<file path="config.mk">
export PLATFORM = sky130hd
export DESIGN_NAME = t03_countdown_timer
export DESIGN_NICKNAME = d
export VERILOG_FILES = /design/src/rtl/t03_countdown_timer.sv
export SDC_FILE = /design/constraint.sdc
export NUM_CORES = 1
export LEC_CHECK = 0
export CAP_MARGIN = 20
export CORE_ASPECT_RATIO = 1.25
export CORE_MARGIN = 2
export CORE_UTILIZATION = 30
export DETAILED_ROUTE_END_ITERATION = 7
export DONT_BUFFER_PORTS = 1
export PLACE_DENSITY_LB_ADDON = 0.15
export SETUP_SLACK_MARGIN = 0.5
export SYNTH_ARGS = -nofsm -noshare
export SYNTH_HDL_FRONTEND = slang
export SYNTH_SLANG_ARGS = --single-unit
</file>
<file path="constraint.sdc">
create_clock -name hwclk -period 1.8 [get_ports hwclk]
set_clock_uncertainty 0.05 [all_clocks]
set_input_delay 0.45 -clock hwclk [delete_from_list [all_inputs] [get_ports hwclk]]
set_output_delay 0.45 -clock hwclk [all_outputs]
set_load 0.02 [all_outputs]
</file>
<file path="src/rtl/t03_countdown_timer.sv">
// Prescaled countdown timer with IDLE/RUNNING/PAUSED/EXPIRED states and one-cycle expiry pulse.
// Define T03_TIMER_AUTORELOAD_EN to reload from the last loaded value on expiry instead of stopping.
module t03_countdown_timer #(
    parameter int WIDTH    = 8,
    parameter int PRESCALE = 10
) (
    input  logic             hwclk,
    input  logic             rst,
    input  logic             tick_i,
    input  logic             load,
    input  logic [WIDTH-1:0] load_val,
    input  logic             start,
    input  logic             pause,
    input  logic             clear,
    output logic [WIDTH-1:0] count,
    output logic             running,
    output logic             expired,
    output logic             done_pulse,
    output logic [1:0]       dbg_state_o,
    output logic [7:0]       dbg_psc_o
);

    localparam logic [1:0] ST_IDLE    = 2'd0;
    localparam logic [1:0] ST_RUNNING = 2'd1;
    localparam logic [1:0] ST_PAUSED  = 2'd2;
    localparam logic [1:0] ST_EXPIRED = 2'd3;

    localparam logic [7:0] PSC_MAX = 8'(PRESCALE - 1);

    logic [1:0]       state_q,   state_d;
    logic [WIDTH-1:0] count_q,   count_d;
    logic [WIDTH-1:0] reload_q,  reload_d;
    logic [7:0]       psc_q,     psc_d;
    logic             done_q,    done_d;
    logic             running_q, running_d;
    logic             expired_q, expired_d;

    // Controls are single-cycle strobes with no handshake; when several are high in
    // one cycle only the highest priority acts: clear > load > start > pause > tick_i.
    always_comb begin
        state_d  = state_q;
        count_d  = count_q;
        reload_d = reload_q;
        psc_d    = psc_q;
        done_d   = 1'b0;
        if (clear) begin
            count_d = '0;
            psc_d   = '0;
            state_d = ST_IDLE;
        end else if (load) begin
            count_d  = load_val;
            reload_d = load_val;
            psc_d    = '0;
            state_d  = ST_IDLE;
        end else if (start) begin
            if ((state_q == ST_IDLE || state_q == ST_PAUSED) && count_q != '0) begin
                state_d = ST_RUNNING;
            end
        end else if (pause) begin
            if (state_q == ST_RUNNING) begin
                state_d = ST_PAUSED;
            end
        end else if (tick_i && state_q == ST_RUNNING) begin
            if (psc_q != PSC_MAX) begin
                psc_d = psc_q + 8'd1;
            end else begin
                psc_d = '0;
                if (count_q == WIDTH'(1)) begin
                    done_d = 1'b1;
`ifdef T03_TIMER_AUTORELOAD_EN
                    count_d = reload_q;
                    if (reload_q == '0) begin
                        state_d = ST_IDLE;
                    end
`else
                    count_d = '0;
                    state_d = ST_EXPIRED;
`endif
                end else if (count_q != '0) begin
                    count_d = count_q - WIDTH'(1);
                end
            end
        end
        running_d = (state_d == ST_RUNNING);
        expired_d = (state_d == ST_EXPIRED);
    end

    always_ff @(posedge hwclk) begin
        if (rst) begin
            state_q   <= ST_IDLE;
            count_q   <= '0;
            reload_q  <= '0;
            psc_q     <= '0;
            done_q    <= 1'b0;
            running_q <= 1'b0;
            expired_q <= 1'b0;
        end else begin
            state_q   <= state_d;
            count_q   <= count_d;
            reload_q  <= reload_d;
            psc_q     <= psc_d;
            done_q    <= done_d;
            running_q <= running_d;
            expired_q <= expired_d;
        end
    end

    assign count       = count_q;
    assign running     = running_q;
    assign expired     = expired_q;
    assign done_pulse  = done_q;
    assign dbg_state_o = state_q;
    assign dbg_psc_o   = psc_q;

endmodule

</file>
==> results of run 1 <==
## state kept, by name (all words and copies together), names as in the netlist
register	cells
dbg_psc_o	8
running	1
dbg_state_o	2
done_pulse	1
count	8
expired	1
## layout make-up
class	count	share of cell area [%]
clock inverter	1	0.279
tap	40	2.79
clock buffer	3	2.30
timing repair buffer	39	19.1
sequential	21	25.4
multi-input combinational	104	49.1
inverter	5	1.05
## worst min-delay path by stage
stage | startpoint | endpoint | slack (ns) | cells past startpoint
finish | load_val[0] | count[0] | 0.28 | 1
detailed placement | count[7] | count[7] | 0.48 | 2
global route | load_val[0] | count[0] | 0.27 | 1
floorplan | dbg_psc_o[5] | dbg_psc_o[5] | 0.53 | 2
global placement | count[7] | count[7] | 0.48 | 2
CTS | load_val[0] | count[0] | 0.27 | 1
## per-layer routing
layer	vias to the layer above	wire, um
li1	574	-
met3	5	109
met4	0	43
met5	-	0
met2	26	1930
met1	548	1320
## kinds of logic after synthesis
kind of cell | after synthesis
XOR/XNOR | 8
adder cells (fa/ha/maj) | 5
flip-flops | 21
AO/OA/AOI/OAI | 29
buffers and inverters | 6
AND/OR/NAND/NOR | 62
## power groups by stage
| stage | Sequential, W | Combinational (W) | Clock, W |
|---|---|---|---|
| after detailed placement | 0.000488 | 0.000127 | 0 |
| after global placement | 0.000487 | 0.000127 | 0 |
| after CTS | 0.000475 | 0.000141 | 0.000328 |
| final | 0.000477 | 0.000156 | 0.000310 |
| after floorplan | 0.000498 | 0.0000707 | 0 |
| after global routing | 0.000478 | 0.000170 | 0.000352 |
## worst max-delay path, stage by stage (launching register included)
cell and delay, ns:
sky130_fd_sc_hd__dfxtp_2 0.33, sky130_fd_sc_hd__or3_4 0.41, sky130_fd_sc_hd__nor4_4 0.16, sky130_fd_sc_hd__buf_6 0.17, sky130_fd_sc_hd__a21oi_1 0.07, sky130_fd_sc_hd__a311o_1 0.28, sky130_fd_sc_hd__o211a_1 0.11
## layout by cell type (no fill, tap or decap), types with 4 or more instances in the layout
cell                      synthesis  final
sky130_fd_sc_hd__xnor2_1          5      4
sky130_fd_sc_hd__buf_6            0     11
sky130_fd_sc_hd__nor3_1           7      5
sky130_fd_sc_hd__nand3_1          8      6
sky130_fd_sc_hd__buf_4            0     27
sky130_fd_sc_hd__a21oi_1          7      5
sky130_fd_sc_hd__nor2_1          16      9
sky130_fd_sc_hd__nand2_1         11      9
sky130_fd_sc_hd__dfxtp_4          0      5
sky130_fd_sc_hd__dfxtp_2          0     13
sky130_fd_sc_hd__inv_1            5      4
sky130_fd_sc_hd__nor2_2           0      6
## metrics by stage
stage | std cells | setup WS, ns
2_1_floorplan | 131 | -0.00222
3_3_place_gp | 200 | 0.0242
3_5_place_dp | 200 | 0.0159
4_1_cts | 209 | 0.115
5_1_grt | 213 | 0.0365
6_report | 213 | 0.131
## timing repair
item                                    4_1_cts  5_1_grt
setup buffers                                 5        4
pin swaps                                    11        4
gates resized for setup                      26       27
endpoints found under the hold margin         0        0
endpoints found under the setup margin       26       32
==> impl_results.rst, run 1 <==
.. list-table::
   :header-rows: 1

   * - Metric
     - Value
   * - Outcome
     - finished, final reports clean
   * - Proportion of layout cells with a drive suffix above 1
     - 54.3%
   * - Main synth FF type
     - sky130_fd_sc_hd__dfxtp_1
   * - Signal arrival time at the worst endpoint
     - 1.77 ns
   * - Setup slack of the worst register-to-register path
     - 0.13 ns
   * - Number of diodes
     - 0
   * - Inserted Clock Buffers
     - 3
   * - Met1 usage
     - 19.5%
   * - Final-layout worst hold slack
     - 0.277 ns
   * - DRC viols
     - 0
   * - Finished Core Util
     - 48.2%
   * - FF-to-FF Start
     - dbg_psc_o[5]
   * - Total nets after synthesis
     - 151
   * - Worst Tran Pin Value
     - 0.324 ns
   * - Most Used Layer, Global Route
     - met2
   * - Clk pin slew, worst setup/hold paths
     - 0.08 ns
   * - Count of antenna-violating nets left after detailed routing
     - 0
   * - Final critical-path share of the clock period
     - 92.7%
   * - Combinational family with the most area after synthesis
     - simple AND/OR/NAND/NOR gates
   * - Worst-case headroom to the max-slew limit
     - 78.3%
   * - Tightest Hold Check Type
     - input pin to flip-flop
   * - Minimum clock period after layout
     - 1.67 ns
   * - Library cells used by synthesis
     - 41
   * - Initial antenna violation count
     - 0
   * - Synthesized area
     - 1140 sq um
   * - Top cell type's share of synthesized area
     - 36.8%
   * - Met2 demand-to-capacity share in global routing
     - 31.1%
   * - Area occupied by multi-input gates
     - 881 sq um
   * - Synthesis-stage register bit count
     - 21
   * - Reg-to-reg endpoint
     - count[0]
   * - PD cells
     - 526 nW/um^2
   * - Most numerous cell in the Yosys netlist
     - sky130_fd_sc_hd__dfxtp_1
   * - Most used standard cells in the synthesized netlist
     - sky130_fd_sc_hd__dfxtp_1 (21), sky130_fd_sc_hd__nor2_1 (16), sky130_fd_sc_hd__nand2_1 (11)
   * - Clock Latency Late Sink
     - 0.26 ns
   * - Total die area
     - 4320 sq um
   * - TritonRoute pass-1 iters
     - 4
   * - Worst-case vdd ir drop
     - 0.317 mV
   * - Register Area
     - 455 sq um
   * - Max Slew Vio Count
     - 0
   * - Height of the die
     - 73.0 um
   * - Die X-Extent
     - 59.2 um
   * - Standard cell area after detailed placement
     - 1480 sq um
   * - Overall routing resource usage
     - 16.9%
   * - Critical path data required time
     - 1.90 ns
   * - Post-route setup TNS
     - 0 ns
   * - Switch share
     - 26.6%
   * - Final Setup Violations
     - 0
   * - Average routed wire per standard cell
     - 16.0 um
   * - Setup repair after global routing missed its margin
     - true
   * - Complex-gate fraction of the synthesized area
     - 17.6%
   * - Number of port buffers
     - 0
   * - Fraction of the yosys area taken by sequential cells
     - 36.8%
   * - Final Power
     - 0.000942 W
   * - Synth Area in XOR/XNOR
     - 6.13%
   * - Leak
     - 0.694 nW
   * - Internal power
     - 0.000692 W
   * - Start point of the critical path
     - dbg_psc_o[5]
   * - Placement Rows
     - 25
   * - Synth top area cells
     - sky130_fd_sc_hd__dfxtp_1 (37%), sky130_fd_sc_hd__ha_1 (5.5%), sky130_fd_sc_hd__nor2_1 (5.3%)
   * - I/O pin total
     - 36
   * - Fraction of power consumed by sequential logic
     - 50.6%
   * - Starting DRC count in detailed routing
     - 40
   * - Max clock buf depth
     - 2
   * - HPWL after detailed placement
     - 2.51 mm
   * - Post-synth EDFFs
     - 0
   * - Total number of vias
     - 1153
   * - Met3 capacity usage during global routing
     - 2.66%
   * - CTS tree
     - built
   * - Via count of the first global-routing pass
     - 1161
   * - Post-synthesis adder-cell area fraction
     - 5.48%
   * - Global-route wire length before repair
     - 5.60 mm
   * - Multiplexer share of the synthesized area
     - 0%
   * - Type of the worst setup path
     - flip-flop to flip-flop
   * - Clock power frac
     - 32.9%
   * - Maximum number of pins on one net before global-route repair
     - 13
   * - P&R area growth vs syn
     - 57.0%
   * - Effective utilization at floorplan
     - 30.7%
   * - Total non-filler cell area in the finished layout
     - 1790 sq um
   * - Post-synthesis simple-gate area fraction
     - 31.9%
   * - Critical Path Fanout Max
     - 6
   * - Weighted congestion reported at the end of routability-driven placement
     - 0.783
   * - Portion of total power attributed to combinational logic
     - 16.5%
   * - Aggregate global routing overflow
     - 0
   * - Warnings, synthesis
     - 0
   * - R2r worst-path depth
     - 6
   * - NetSw
     - 0.000251 W
   * - Crit. End Element
     - flip-flop
   * - Proportion of synthesized flip-flops having asynchronous set or reset
     - 0%
   * - Maxcap violations
     - 0
   * - Average cell area after synthesis
     - 8.72 sq um
   * - Final-stage net count
     - 194
   * - Routed Wire Length
     - 3.41 mm
   * - Hold buffer count at CTS
     - 0
   * - Number of fillers in the final layout
     - 361
   * - Leading area contributor after synthesis
     - sky130_fd_sc_hd__dfxtp_1
   * - Core box area
     - 3720 sq um
   * - Cells after Synth
     - 131
   * - Num Clock Sinks
     - 21
   * - CP startpoint kind
     - flip-flop
   * - Critical path capture point
     - count[0]
   * - Final Hold Fails
     - 0
   * - Peak clock frequency supported by timing
     - 599 MHz
   * - Depth of the CTS H-tree
     - 1
   * - CTS Root Cell
     - sky130_fd_sc_hd__clkbuf_8
   * - DR vias/cell
     - 5.41
(Power assumes the default switching activity.)
==> run 2, diff against run 1 <==
Settings changed: CORE_UTILIZATION 30 to 55.
==> impl_results.rst, run 2 (synthesis results as in run 1) <==
.. list-table::
   :header-rows: 1

   * - Metric
     - Value
   * - Outcome
     - finished, violations left
   * - Violations in the final reports
     - setup timing
   * - NetSw
     - 0.000275 W (+9.5%)
   * - Total number of vias
     - 1289 (+12%)
   * - Core box area
     - 1960 sq um (-47%)
   * - Tightest Hold Check Type
     - input pin to flip-flop
   * - Via count of the first global-routing pass
     - 1248 (+7.5%)
   * - Total non-filler cell area in the finished layout
     - 1830 sq um (+2.3%)
   * - Setup repair after global routing missed its margin
     - true
   * - Num Clock Sinks
     - 21 (unchanged)
   * - Cell count after placement
     - 176 (-12%)
   * - Most common cell after layout, fill and taps aside
     - sky130_fd_sc_hd__buf_6
   * - P&R area growth vs syn
     - 60.6%
   * - Initial antenna violation count
     - 0 (unchanged)
   * - Final-stage net count
     - 193 (-0.52%)
   * - Inserted Clock Buffers
     - 3 (unchanged)
   * - Leak
     - 0.698 nW (+0.55%)
   * - Global-route wire length before repair
     - 5.45 mm (-2.6%)
   * - CTS Root Cell
     - sky130_fd_sc_hd__clkbuf_4
   * - Count of antenna-violating nets left after detailed routing
     - 0 (unchanged)
   * - Die X-Extent
     - 44.8 um (-24%)
   * - Standard cell area after detailed placement
     - 1430 sq um (-3.7%)
   * - Worst-case vdd ir drop
     - 0.442 mV (+39%)
   * - Final-layout worst hold slack
     - 0.224 ns (-0.0525 ns)
   * - Clock Latency Late Sink
     - 0.31 ns (+0.05 ns)
   * - Final critical-path setup slack
     - -0.0296 ns (-0.160 ns)
   * - Final critical-path share of the clock period
     - 102% (+8.9 points)
   * - Number of fillers in the final layout
     - 69 (-81%)
   * - FF-to-FF Start
     - count[4]
   * - Critical path capture point
     - count[5]
   * - Reg-to-reg endpoint
     - count[5]
   * - HPWL after detailed placement
     - 2.22 mm (-11%)
   * - Clk pin slew, worst setup/hold paths
     - 0.12 ns (+0.04 ns)
   * - Proportion of layout cells with a drive suffix above 1
     - 55.2% (+0.90 points)
   * - DR vias/cell
     - 6.71 (+24%)
   * - Minimum clock period after layout
     - 1.83 ns (+0.160 ns)
   * - Max Slew Vio Count
     - 0 (unchanged)
   * - Critical path data required time
     - 1.94 ns (+0.04 ns)
   * - Maximum number of pins on one net before global-route repair
     - 13 (unchanged)
   * - I/O pin total
     - 36 (unchanged)
   * - Type of the worst setup path
     - flip-flop to flip-flop
   * - Aggregate global routing overflow
     - 0 (unchanged)
   * - Maxcap violations
     - 0 (unchanged)
   * - Max clock buf depth
     - 2 (unchanged)
   * - Most frequent cells in the layout
     - sky130_fd_sc_hd__buf_6 (21), sky130_fd_sc_hd__buf_4 (15), sky130_fd_sc_hd__nor2_1 (11)
   * - Number of port buffers
     - 0 (unchanged)
   * - Worst Tran Pin Value
     - 0.428 ns (+0.104 ns)
   * - Total die area
     - 2460 sq um (-43%)
   * - Start point of the critical path
     - count[4]
   * - DRC viols
     - 0 (unchanged)
   * - Effective utilization at floorplan
     - 58.3% (+28 points)
   * - Crit. End Element
     - flip-flop
   * - Worst slack, placed
     - -0.0317 ns (-0.0476 ns)
   * - Weighted congestion reported at the end of routability-driven placement
     - 0.765 (-2.3%)
   * - Worst-case headroom to the max-slew limit
     - 71.2% (-7.1 points)
   * - TritonRoute pass-1 iters
     - 4 (unchanged)
   * - Hold buffer count at CTS
     - 0 (unchanged)
   * - Depth of the CTS H-tree
     - 1 (unchanged)
   * - Internal power
     - 0.000631 W (-8.8%)
   * - Final standard cell count with taps included and fillers excluded
     - 192 (-9.9%)
   * - Fraction of power consumed by sequential logic
     - 52.6% (+2.0 points)
   * - Overall routing resource usage
     - 31.0% (+14 points)
   * - Starting DRC count in detailed routing
     - 26 (-35%)
   * - Number of diodes
     - 0 (unchanged)
   * - Final Hold Fails
     - 0 (unchanged)
   * - Setup slack of the worst register-to-register path
     - -0.03 ns (-0.16 ns)
   * - Portion of total power attributed to combinational logic
     - 20.5% (+4.0 points)
   * - Final Setup Violations
     - 1 (+1)
   * - CTS tree
     - built
   * - Critical Path Fanout Max
     - 6 (unchanged)
   * - Placement Rows
     - 18 (-28%)
   * - Signal arrival time at the worst endpoint
     - 1.97 ns (+0.20 ns)
   * - Final Power
     - 0.000905 W (-3.9%)
   * - Routed Wire Length
     - 4.43 mm (+30%)
   * - Average routed wire per standard cell
     - 23.0 um (+44%)
   * - Height of the die
     - 55.0 um (-25%)
   * - Peak clock frequency supported by timing
     - 547 MHz (-8.8%)
   * - Clock power frac
     - 26.9% (-6.0 points)
   * - Switch share
     - 30.3% (+3.7 points)
   * - Hold path depth
     - 2 (+1)
   * - PD cells
     - 494 nW/um^2 (-6.1%)
   * - CP startpoint kind
     - flip-flop
   * - R2r worst-path depth
     - 6 (unchanged)
[run 2: cell count changes in the layout (fill, tap and decap cells not counted), moves of 4 or more]
cell                      delta
sky130_fd_sc_hd__dfxtp_2     -4
sky130_fd_sc_hd__dfxtp_4     +4
sky130_fd_sc_hd__nor2_2      -5
sky130_fd_sc_hd__buf_4      -12
sky130_fd_sc_hd__buf_6      +10
[run 2: per-stage QoR]
stage,util (%),setup TNS [ns]
floorplan,-,-0.00222
global placement,72.9,0
detailed placement,72.9,-0.0567
CTS,84.8,0
global route,93.6,-0.291
finish,93.6,-0.0296
[run 2: what timing repair did]
item                       4_1_cts  5_1_grt
setup endpoints to repair       39       39
resized for setup               42       32
pin swaps                        7        7
gates cloned                     1        0
buffers inserted                 7        4
[run 2: how the worst min path moves through the flow]
stage / start / to / slack, ns
6_report: load / count[1] / 0.22
5_1_grt: load_val[0] / count[0] / 0.22
4_1_cts: load / count[1] / 0.20
3_5_place_dp: count[7] / count[7] / 0.48
3_3_place_gp: count[7] / count[7] / 0.46
2_1_floorplan: dbg_psc_o[5] / dbg_psc_o[5] / 0.53
[run 2: critical path, stage by stage, from the launching register on]
cell	delay (ns)
sky130_fd_sc_hd__dfxtp_2	0.36
sky130_fd_sc_hd__nor3_4	0.33
sky130_fd_sc_hd__o211ai_1	0.25
sky130_fd_sc_hd__buf_4	0.20
sky130_fd_sc_hd__and4_2	0.21
sky130_fd_sc_hd__o21ai_1	0.17
sky130_fd_sc_hd__o311ai_2	0.14
[run 2: area by class of cell]
cell class	count	area (sq um)	share of cell area, %
Clock buffer	4	26.3	1.43
Inverter	5	18.8	1.02
Sequential cell	21	465	25.4
Timing Repair Buffer	38	369	20.1
Tap cell	20	25.0	1.36
Multi-Input combinational cell	104	930	50.7
[run 2: power groups by stage]
stage	Sequential, W	Combinational, W	Clock (W)
after floorplan	0.000498	0.0000707	0
after global placement	0.000487	0.000110	0
after detailed placement	0.000488	0.000114	0
after CTS	0.000478	0.000139	0.000240
after global routing	0.000477	0.000195	0.000259
final	0.000476	0.000185	0.000244
[run 2: routing by layer]
layer	routed length (um)	GRT usage (%)	vias to the layer above	share of wire [%]
li1	-	-	574	-
met1	1560	31.7	632	35
met2	2450	58.9	67	55
met3	223	4.87	16	5.0
met4	193	17.7	0	4.4
met5	0	0	-	0
==> run 3, diff against run 2 <==
Settings changed: CORE_MARGIN 2 to 5, PLACE_DENSITY set to 0.69, PLACE_DENSITY_LB_ADDON 0.15 to unset.
==> impl_results.rst, run 3 (synthesis results as in run 1) <==
.. list-table::
   :header-rows: 1

   * - Metric
     - Value
   * - DRC viols
     - 0 (unchanged)
   * - Worst-case vdd ir drop
     - 0.571 mV (+29%)
   * - Critical path data required time
     - 2.01 ns (+0.07 ns)
   * - Number of fillers in the final layout
     - 81 (+17%)
   * - PD cells
     - 495 nW/um^2 (+0.26%)
   * - Hold path startpoint
     - load
   * - Routed Wire Length
     - 4.16 mm (-6.0%)
   * - Effective utilization at floorplan
     - 57.6% (-0.66 points)
   * - Total number of vias
     - 1279 (-0.78%)
   * - Total die area
     - 3090 sq um (+26%)
   * - Most frequent cells in the layout
     - sky130_fd_sc_hd__buf_6 (19), sky130_fd_sc_hd__buf_4 (16), sky130_fd_sc_hd__dfxtp_2 (13)
   * - Die X-Extent
     - 50.8 um (+13%)
   * - Hold buffer count at CTS
     - 0 (unchanged)
   * - Signal arrival time at the worst endpoint
     - 1.97 ns (about the same)
   * - Maximum number of pins on one net before global-route repair
     - 13 (unchanged)
   * - Weighted congestion reported at the end of routability-driven placement
     - 0.832 (+8.7%)
   * - Starting DRC count in detailed routing
     - 66 (+150%)
   * - Placement Rows
     - 18 (unchanged)
   * - Maxcap violations
     - 0 (unchanged)
   * - Leak
     - 0.685 nW (-1.8%)
   * - Inserted Clock Buffers
     - 3 (unchanged)
   * - Clock Latency Late Sink
     - 0.32 ns (about the same)
   * - TritonRoute pass-1 iters
     - 4 (unchanged)
   * - HPWL after detailed placement
     - 2.31 mm (+4.2%)
   * - Average routed wire per standard cell
     - 21.8 um (-5.5%)
   * - Depth of the CTS H-tree
     - 1 (unchanged)
   * - Tightest Hold Check Type
     - input pin to flip-flop
   * - Initial antenna violation count
     - 0 (unchanged)
   * - Count of antenna-violating nets left after detailed routing
     - 0 (unchanged)
   * - Final critical-path share of the clock period
     - 98.0% (-3.6 points)
   * - Hold path depth
     - 2 (unchanged)
   * - P&R area growth vs syn
     - 56.8%
   * - Overall routing resource usage
     - 24.1% (-6.9 points)
   * - CP startpoint kind
     - flip-flop
   * - Height of the die
     - 61.0 um (+11%)
   * - Worst Tran Pin Value
     - 0.333 ns (-0.0948 ns)
   * - Proportion of layout cells with a drive suffix above 1
     - 56.7% (+1.5 points)
   * - DR vias/cell
     - 6.70 (-0.26%)
   * - Setup repair after global routing missed its margin
     - true
   * - Minimum clock period after layout
     - 1.76 ns (-0.0649 ns)
   * - Aggregate global routing overflow
     - 0 (unchanged)
   * - Setup slack of the worst register-to-register path
     - 0.04 ns (+0.06 ns)
   * - CTS Root Cell
     - sky130_fd_sc_hd__clkbuf_4
   * - Core box area
     - 1980 sq um (+1.1%)
   * - Max clock buf depth
     - 2 (unchanged)
   * - Critical Path Fanout Max
     - 5 (-1)
   * - Crit. End Element
     - flip-flop
   * - Max Slew Vio Count
     - 0 (unchanged)
   * - I/O pin total
     - 36 (unchanged)
   * - Final Hold Fails
     - 0 (unchanged)
   * - Worst-case headroom to the max-slew limit
     - 77.7% (+6.5 points)
   * - Number of diodes
     - 0 (unchanged)
   * - Global-route wire length before repair
     - 5.71 mm (+4.7%)
   * - R2r worst-path depth
     - 8 (+2)
   * - Clk pin slew, worst setup/hold paths
     - 0.13 ns (about the same)
   * - CTS tree
     - built
   * - Outcome
     - finished, final reports clean
   * - Final Power
     - 0.000887 W (-2.1%)
   * - Final-stage net count
     - 192 (-0.52%)
   * - Most common cell after layout, fill and taps aside
     - sky130_fd_sc_hd__buf_6
   * - Peak clock frequency supported by timing
     - 567 MHz (+3.7%)
   * - Via count of the first global-routing pass
     - 1221 (-2.2%)
   * - FF-to-FF Start
     - dbg_psc_o[1]
   * - Type of the worst setup path
     - flip-flop to flip-flop
   * - Num Clock Sinks
     - 21 (unchanged)
   * - Reg-to-reg endpoint
     - count[1]
   * - Final Setup Violations
     - 0 (-1)
   * - Number of port buffers
     - 0 (unchanged)
   * - Hold-critical path endpoint
     - count[1]
   * - Final-layout worst hold slack
     - 0.209 ns (-0.0150 ns)
## run 3: changes by cell type in the layout (fill, tap and decap cells not counted), moves of 2 or more
cell / change
sky130_fd_sc_hd__nor2_2: +2
sky130_fd_sc_hd__buf_6: -2
sky130_fd_sc_hd__nand3_2: +2
sky130_fd_sc_hd__dfxtp_4: -3
sky130_fd_sc_hd__dfxtp_2: +4
## run 3: per-layer routing
metal | vias up | track usage (%) | part of all wire [%]
met1 | 607 | 26.1 | 35
met5 | - | 0 | 0
met3 | 17 | 6.63 | 8.2
met4 | 0 | 6.57 | 4.5
li1 | 567 | - | -
met2 | 88 | 45.4 | 52
## run 3: timing repair
action,in CTS,in global routing
cloned,1,0
resized for setup,37,31
setup buffers,8,3
setup endpoints to repair,37,40
endpoints found under the hold margin,0,0
pin swaps,8,3
## run 3: worst max path at each step
stage / slack (ns) / start / endpoint
finish: 0.04 / dbg_psc_o[1] / count[1]
CTS: 0.09 / dbg_psc_o[1] / count[1]
floorplan: -0.002 / dbg_psc_o[1] / count[0]
global route: -0.05 / dbg_psc_o[1] / count[1]
detailed placement: 0.001 / start / count[7]
global placement: 0.03 / start / count[7]
## run 3: final cells by class
cell class | count | area (sq um) | area share (%)
clock buffers | 3 | 22.5 | 1.26
multi-input cells | 104 | 903 | 50.4
clock inverters | 1 | 5.00 | 0.279
inverters | 5 | 22.5 | 1.26
flip-flops and latches | 21 | 459 | 25.6
repair buffers | 37 | 354 | 19.8
well taps | 20 | 25.0 | 1.40
## run 3: metrics by stage
step / setup TNS, ns / setup WS (ns) / utilization [%] / instances / area (sq um)
floorplan: -0.00222 / -0.00222 / - / 131 / 1210
global placement: 0 / 0.0278 / 71.7 / 175 / 1420
detailed placement: 0 / 0.00128 / 71.7 / 175 / 1420
CTS: 0 / 0.0921 / 83.4 / 188 / 1650
global route: -0.148 / -0.0501 / 90.4 / 191 / 1790
finish: 0 / 0.0353 / 90.4 / 191 / 1790
## run 3: power by group
group          leakage, nW  switching (W)  internal, W
logic                0.487      0.0000934    0.0000714
registers            0.181      0.0000138     0.000466
clock network       0.0177       0.000159    0.0000832
## run 3: worst max-delay path, stage by stage, from the launching register on
cell and delay, ns:
sky130_fd_sc_hd__dfxtp_4 0.37, sky130_fd_sc_hd__inv_2 0.06, sky130_fd_sc_hd__ha_4 0.13, sky130_fd_sc_hd__nand4bb_4 0.16, sky130_fd_sc_hd__nor4_4 0.30, sky130_fd_sc_hd__buf_6 0.17
sky130_fd_sc_hd__a21oi_1 0.06, sky130_fd_sc_hd__a311o_1 0.27, sky130_fd_sc_hd__a21oi_1 0.13
